## config.mk

```make
export PLATFORM = sky130hd
export DESIGN_NAME = pipeline_sequencer
export DESIGN_NICKNAME = d
export VERILOG_FILES = /design/src/rtl/pipe_ctrl_pkg.sv /design/src/rtl/sat_counter.sv /design/src/rtl/pipeline_sequencer.sv
export SDC_FILE = /design/constraint.sdc
export NUM_CORES = 1
export LEC_CHECK = 0
export ABC_AREA = 1
export CORE_MARGIN = 4
export CORE_UTILIZATION = 53
export DETAILED_ROUTE_END_ITERATION = 7
export PLACE_DENSITY_LB_ADDON = 0.1
export SYNTH_ARGS = -nofsm -noshare
export SYNTH_HDL_FRONTEND = slang
export SYNTH_SLANG_ARGS = --single-unit
```

## constraint.sdc

```tcl
create_clock -name clk -period 2.95 [get_ports clk]
set_input_delay 0.885 -clock clk [delete_from_list [all_inputs] [get_ports clk]]
set_output_delay 0.885 -clock clk [all_outputs]
set_load 0.005 [all_outputs]
```

## src/rtl/pipe_ctrl_pkg.sv

```systemverilog
// ---------------------------------------------------------------------------
// pipe_ctrl_pkg
// Shared definitions for the pipeline run-control sequencer and the debug
// unit that drives it: debug command codes, the sequencer state encoding and
// a small helper that says whether a state lets the pipeline advance.
// ---------------------------------------------------------------------------
package pipe_ctrl_pkg;

  // Debug command codes carried on cmd_code
  localparam logic [1:0] CMD_NOP   = 2'b00;
  localparam logic [1:0] CMD_RUN   = 2'b01;
  localparam logic [1:0] CMD_STEP  = 2'b10;
  localparam logic [1:0] CMD_PAUSE = 2'b11;

  // Sequencer run-control states
  typedef enum logic [1:0] {
    ST_IDLE = 2'b00,
    ST_RUN  = 2'b01,
    ST_STEP = 2'b10,
    ST_DONE = 2'b11
  } seq_state_e;

  // The pipeline moves forward only while running freely or during a single step
  function automatic logic is_advance(input seq_state_e s);
    return (s == ST_RUN) || (s == ST_STEP);
  endfunction

endpackage

```

## src/rtl/sat_counter.sv

```systemverilog
// ---------------------------------------------------------------------------
// sat_counter
// Up-counter that increments by one on each enabled clock and sticks at its
// all-ones value instead of wrapping.
// Ports:
//   clk      in   rising-edge clock
//   rst_n    in   asynchronous active-low clear
//   i_en     in   count enable
//   o_count  out  current count (WIDTH bits)
// ---------------------------------------------------------------------------
module sat_counter #(
  parameter int WIDTH = 32
) (
  input  logic             clk,
  input  logic             rst_n,
  input  logic             i_en,
  output logic [WIDTH-1:0] o_count
);

  logic [WIDTH-1:0] r_count;

  // Count enabled cycles, holding once every bit is set
  always_ff @(posedge clk or negedge rst_n) begin
    if (!rst_n) begin
      r_count <= '0;
    end else if (i_en && (r_count != '1)) begin
      r_count <= r_count + WIDTH'(1);
    end
  end

  assign o_count = r_count;

endmodule

```

## src/rtl/pipeline_sequencer.sv

```systemverilog
// ---------------------------------------------------------------------------
// pipeline_sequencer
// Run-control sequencer for the five-stage MIPS pipeline. Merges debug
// commands, hazard-unit stall/flush requests and HALT detection in decode
// into per-stage register enables and the ID/EX bubble control. After HALT
// is captured the front end freezes while the back end drains the older
// instructions, then the sequencer parks in DONE until reset.
// Ports:
//   clk, rst_n                 clock, asynchronous active-low reset
//   cmd_valid/cmd_code         debug command offer (NOP/RUN/STEP/PAUSE)
//   cmd_ready                  command accepted when valid & ready
//   halt_ID                    HALT opcode sits in ID this cycle
//   stall_hz, flush_hz         hazard-unit front-end stall, ID/EX flush
//   en_pc, en_ifid             front-end register enables
//   en_idex, en_exmem, en_memwb back-end register enables
//   flush_idex_o               inject bubble into ID/EX
//   running                    state is RUN
//   done                       program fully drained
//   cycle_count                saturating count of advance cycles
// ---------------------------------------------------------------------------
module pipeline_sequencer
  import pipe_ctrl_pkg::*;
#(
  parameter int DRAIN_CYCLES = 3,
  parameter int CNT_W        = 32
) (
  input  logic             clk,
  input  logic             rst_n,
  input  logic             cmd_valid,
  input  logic [1:0]       cmd_code,
  output logic             cmd_ready,
  input  logic             halt_ID,
  input  logic             stall_hz,
  input  logic             flush_hz,
  output logic             en_pc,
  output logic             en_ifid,
  output logic             en_idex,
  output logic             en_exmem,
  output logic             en_memwb,
  output logic             flush_idex_o,
  output logic             running,
  output logic             done,
  output logic [CNT_W-1:0] cycle_count
);

  localparam int DRAIN_W = (DRAIN_CYCLES < 1) ? 1 : $clog2(DRAIN_CYCLES + 1);

  seq_state_e         r_state;
  seq_state_e         w_nextState;
  logic               r_haltSeen;
  logic [DRAIN_W-1:0] r_drainCnt;
  logic               r_running;
  logic               r_done;

  logic w_advance;
  logic w_cmdAccept;
  logic w_capture;
  logic w_drainLast;
  logic w_frontEn;

  assign w_advance   = is_advance(r_state);
  assign w_cmdAccept = cmd_valid & cmd_ready;

  // A stalled HALT is not captured; it is retried once the stall clears
  assign w_capture   = w_advance & ~r_haltSeen & halt_ID & ~stall_hz;
  assign w_drainLast = w_advance & r_haltSeen & (r_drainCnt == DRAIN_W'(1));

  // Commands can only be taken while idle or running; gated by reset so the
  // debug unit never sees a ready handshake while the sequencer is held
  assign cmd_ready = rst_n & ((r_state == ST_IDLE) | (r_state == ST_RUN));

  // Front end freezes on the HALT decode cycle itself and stays frozen
  assign w_frontEn    = w_advance & ~stall_hz & ~r_haltSeen & ~halt_ID;
  assign en_pc        = w_frontEn;
  assign en_ifid      = w_frontEn;
  assign en_idex      = w_advance;
  assign en_exmem     = w_advance;
  assign en_memwb     = w_advance;
  assign flush_idex_o = w_advance & (flush_hz | r_haltSeen);

  // Next-state selection; finishing the drain overrides every command
  always_comb begin
    w_nextState = r_state;
    case (r_state)
      ST_IDLE: begin
        if (w_cmdAccept && (cmd_code == CMD_RUN)) begin
          w_nextState = ST_RUN;
        end else if (w_cmdAccept && (cmd_code == CMD_STEP)) begin
          w_nextState = ST_STEP;
        end
      end
      ST_RUN: begin
        if (w_cmdAccept && (cmd_code == CMD_PAUSE)) begin
          w_nextState = ST_IDLE;
        end
      end
      ST_STEP: w_nextState = ST_IDLE;
      ST_DONE: w_nextState = ST_DONE;
      default: w_nextState = ST_IDLE;
    endcase
    if (w_drainLast) begin
      w_nextState = ST_DONE;
    end
  end

  // State, registered status outputs and HALT drain bookkeeping. The drain
  // counter only moves on advance cycles so single-stepping through a drain
  // retires one stage per step.
  always_ff @(posedge clk or negedge rst_n) begin
    if (!rst_n) begin
      r_state    <= ST_IDLE;
      r_running  <= 1'b0;
      r_done     <= 1'b0;
      r_haltSeen <= 1'b0;
      r_drainCnt <= '0;
    end else begin
      r_state   <= w_nextState;
      r_running <= (w_nextState == ST_RUN);
      r_done    <= (w_nextState == ST_DONE);
      if (w_capture) begin
        r_haltSeen <= 1'b1;
        r_drainCnt <= DRAIN_W'(DRAIN_CYCLES);
      end else if (w_advance && r_haltSeen && (r_drainCnt != '0)) begin
        r_drainCnt <= r_drainCnt - DRAIN_W'(1);
      end
    end
  end

  assign running = r_running;
  assign done    = r_done;

  sat_counter #(
    .WIDTH (CNT_W)
  ) u_cycleCounter (
    .clk     (clk),
    .rst_n   (rst_n),
    .i_en    (w_advance),
    .o_count (cycle_count)
  );

endmodule
```

# Yosys cells after proc, flatten, opt, wreduce, memory -nomap -nowiden
# Cells that the tools add are included.
dict set report totals {
  register_bits 39
  input_bits 8
  out_inout_bits 41
  wordCells 51
}
dict set report classes {
  reduce_logical 10
  n_mux 7
  n_eq_ne 10
  n_bitwise 16
  n_addsub 2
}
# cell count
set ops {}
lappend ops {{$add 32x1->32 const B} 1}
lappend ops {{$ne 32x32->1 const B} 1}
lappend ops {{$mux 2} 6}
lappend ops {{$and 1x1->1} 11}
lappend ops {{$eq 2x2->1 const B} 5}
lappend ops {{$eq 2x1->1 const B} 4}
lappend ops {{$pmux 2 s4} 1}
lappend ops {{$logic_and 1x1->1} 6}
lappend ops {{$reduce_bool 2->1} 2}
lappend ops {{$not 1->1} 3}
lappend ops {{$logic_not 2->1} 1}
lappend ops {{$or 1x1->1} 2}
lappend ops {{$sub 2x1->2 const B} 1}
lappend ops {{$logic_or 1x1->1} 1}

# Logic depth before layout (Yosys ltp)
dict set report depth {
  depth_word 10
  mapped_depth 12
  mapped_depth_nobuf 12
}

# By module
# Synthesis repeated with hierarchy kept, for this count alone.
dict set report unflattened {
  cells_unflattened 401
  hier_area_um2 2685.1
}
# module seq_area_each_um2 cells_each area_each_um2 n_inst
set by_module_without_submodules {}
lappend by_module_without_submodules {sat_counter 800.8 333 2190.9 1}
lappend by_module_without_submodules {pipeline_sequencer 175.2 68 494.2 1}

# Worst setup path after synthesis
# No wires, ideal clock.
dict set report synth_timing {
  kind {register to output}
  startpoint {register r_state[0]}
  endpoint {output en_pc}
  path_stages_with_launch 7
  slack_ns 0.373
  t_required_ns 2.065
  n_path_buf 2
  arrival_ns 1.692
  path_cell_list {dfrtp_1 -> inv_1 -> ha_1 -> clkbuf_1 -> inv_1 -> nor4_1 -> buf_4}
}
dict set report synth_between {
  elab_chain_cells 5
  word_cells_on_any_way 6
  classes_between {eq/ne (2); bitwise (3); reduce/logical (1)}
}
# element line
set synth_lines {}
lappend synth_lines {{from (decl)} pipeline_sequencer.sv:48} ;# seq_state_e r_state;
lappend synth_lines {{from (signal assigned)} pipeline_sequencer.sv:117} ;# r_state <= w_nextState;
lappend synth_lines {{$eq 2x1->1 or $eq 2x2->1 (tied branches)} pipe_ctrl_pkg.sv:25} ;# return (s == ST_RUN) || (s == ST_STEP);
lappend synth_lines {{$logic_or 1x1->1 *} pipe_ctrl_pkg.sv:25}
lappend synth_lines {{via en_exmem} pipeline_sequencer.sv:38} ;# output logic en_exmem,
lappend synth_lines {{$and 1x1->1 * (3 in series)} pipeline_sequencer.sv:73} ;# assign w_frontEn = w_advance & ~stall_hz & ~r_haltSeen & ~halt_ID;
lappend synth_lines {{to (decl)} pipeline_sequencer.sv:35} ;# output logic en_pc,
# Mark *: on every way through the listed nets, which the timed path passes. The rest lies on a longest branch.

# Worst setup path in the final report
dict set report layout_timing {
  startpoint {input flush_hz}
  endpoint {output flush_idex_o}
}
dict set report layout_between {
  elab_chain_cells 2
}
# element line
set layout_lines {}
lappend layout_lines {{from (decl)} pipeline_sequencer.sv:34} ;# input logic flush_hz,
lappend layout_lines {{$or 1x1->1} pipeline_sequencer.sv:79} ;# assign flush_idex_o = w_advance & (flush_hz | r_haltSeen);
lappend layout_lines {{$and 1x1->1} pipeline_sequencer.sv:79}
lappend layout_lines {{to (decl)} pipeline_sequencer.sv:40} ;# output logic flush_idex_o,
# No other way between the ends.

==> results.cfg <==
[power_and_ir_drop]
power.total_uw = 1910
p_leak_uw = 0.00157
ir_drop_mv = 0.528
power_density_nw_per_um2 = 579

[timing]
min_period_over_period_pct = 95.7
max_freq_mhz = 354
maxSlewHeadroom_pct = 64.9
hold_violations = 0
setup_viol_count_final = 0
worstMarginPinSlew_ns = 0.526
slew_violations = 0
grt_setup_unrepaired = false
fin_setup_tns_ns = 0
finalClockSkew_ns = 0.00532
fin_crit_ns = 2.82

[placement]
gp_congestion = 0.851
hpwl_microns = 4790
portBuffers = 48

[cts]
clockBufferDepth = 2
clkTransAtPathRegs_ns = 0.08
cts_inserted_buffers = 5
htreeDepth = 2
cts_setup_buffers = 0
cts_tree = done
clkLatencyLatePin_ns = 0.29
cts_sinks = 39
root_buffer = clkbuf_8

[die]
die_x_microns = 79.5
io_pins = 49
rows = 25
fp.dieH_microns = 79.5
dieArea_sq_um = 6330
start_util_pct = 55.9
coreArea_sq_um = 4850

[outcome]
status = complete, no violations

[logic_synthesis]
syn_area_per_cell_sq_um = 6.31
synth_top_cell_by_area = dfrtp_1
synth_area_sq_um = 2710
synth_top_area_share_pct = 36.0
synth_edf_count = 0
ys_top_cells_by_area = dfrtp_1 (36%), nand2_1 (30%), nor2_1 (7.9%)
synthDistinctLibCells = 26
yosysSeqAreaShare_pct = 36.0
async_reset_ff_share_pct = 100
syn-num-nets = 444
ys_warn_count = 0
synthCells = 430
synth_commonest_cells = nand2_1 (215), nor2_1 (57), inv_1 (46)
ys_seq_elements = 39
yosysMostFrequentCell = nand2_1
ys.flop_type = dfrtp_1

[finish]
final_nets = 492
num_antenna_cells = 0
syn2layout_area_growth_pct = 21.9
drive_gt1_share_pct = 4.38
finish.utilization_pct = 68.2

[worst_setup_path]
cp.arrival_ns = 1.94
cp-end-kind = output port
cp.required_ns = 2.07
ff2ff_path_depth = 10
worstPathMaxFanout = 1
rrSetupSlack_ns = 0.95
worst_setup_path_start_kind = input pin
criticalPathCategory = input pin to output port

[grt]
grt_max_degree = 41
grt.overflow.total = 0
grt_pass1_wl_microns = 11100
antenna_found_initial = 0
grt_pass1_vias = 2503
grt_use_total_pct = 21.9

[detailed_routing]
drt_iter0_drc = 135
vias = 2663
wl_per_cell_microns = 11.7
ant_nets = 0
drc = 0
drtPass1Iterations = 4
wirelength_microns = 6380
vias_per_cell = 4.88

[min_path]
hold_class = register to register
whs_path_depth = 2

[run]
maxCapViolations = 0
## what timing repair did
action                     in CTS  in global routing
gates resized for setup         3                  2
hold endpoints to repair        0                  0
setup endpoints to repair       2                  1
hold buffers                    0                  0
## worst paths after layout
check                                     startpoint                    endpoint
min in group asynchronous                      rst_n  u_cycleCounter.o_count[22]
max in group asynchronous                      rst_n  u_cycleCounter.o_count[27]
min reg2reg                            r_drainCnt[1]               r_drainCnt[1]
max reg2reg                u_cycleCounter.o_count[0]  u_cycleCounter.o_count[17]
max                                         flush_hz                flush_idex_o
min                                    r_drainCnt[1]               r_drainCnt[1]
## worst max-delay path, stage by stage
cell and delay [ns]:
clkdlybuf4s50_1 0.45, nand2_1 0.04, nand2_1 0.06, clkdlybuf4s50_1 0.50
## cells in the final DEF (no fill, tap or decap), types with 2 or more instances in the layout
master           synthesis  routed
clkbuf_8                 0       5
o21ai_0                  4       4
nor2_1                  57      57
nand3b_1                 2       2
clkbuf_1                 1       2
xor2_1                   4       4
inv_1                   46      46
dlygate4sd2_1            0       2
clkdlybuf4s50_1          0      45
ha_1                     6       5
a21oi_1                  2       2
nand2_2                  2       2
nor2_2                   4       4
dfrtp_1                 39      39
xnor2_1                  7       7
nand4_1                  4       4
nand2_1                215     215
nand3_1                 20      20
## layer usage
layer	track usage, %	share of wire [%]
met4	6.87	1.5
met5	0	0
met3	4.06	4.7
met1	28.6	46
met2	36.6	47
## sequential cells by signal, summed over array words and instances, names as in the netlist
| signal | flops |
|---|---|
| done | 1 |
| r_drainCnt | 2 |
| r_haltSeen | 1 |
| r_state | 2 |
| running | 1 |
| u_cycleCounter.o_count | 32 |
## layout make-up
class | instances | area (sq um)
clock inverters | 1 | 5.00
fillers | 442 | 1540
flip-flops and latches | 39 | 976
multi-input cells | 335 | 1490
well taps | 67 | 83.8
repair buffers | 50 | 492
inverters | 47 | 181
clock buffers | 7 | 76.3
## logic make-up after synthesis
logic type / count (synthesis) / share of synthesized area (%)
flip-flops: 39 / 36.0
adder cells (fa/ha/maj): 6 / 2.77
AO/OA/AOI/OAI: 8 / 1.57
XOR/XNOR: 11 / 3.55
buffers and inverters: 56 / 9.73
AND/OR/NAND/NOR: 310 / 46.4
## report_power, final
part	switching (uW)	internal, uW	total (uW)
logic	510	367	878
registers	75.7	606	681
clock network	187	166	354
total	773	1140	1910
## per-stage QoR
stage	instances	cell area, sq um	setup slack, ns	hold slack, ns
floorplan	430	2710	0.373	0.470
global placement	538	3200	-0.121	0.489
detailed placement	538	3200	-0.132	0.513
CTS	546	3290	0.0767	0.533
global route	546	3310	0.0687	0.556
finish	546	3310	0.125	0.529
Power figures use the tool's default switching activity.
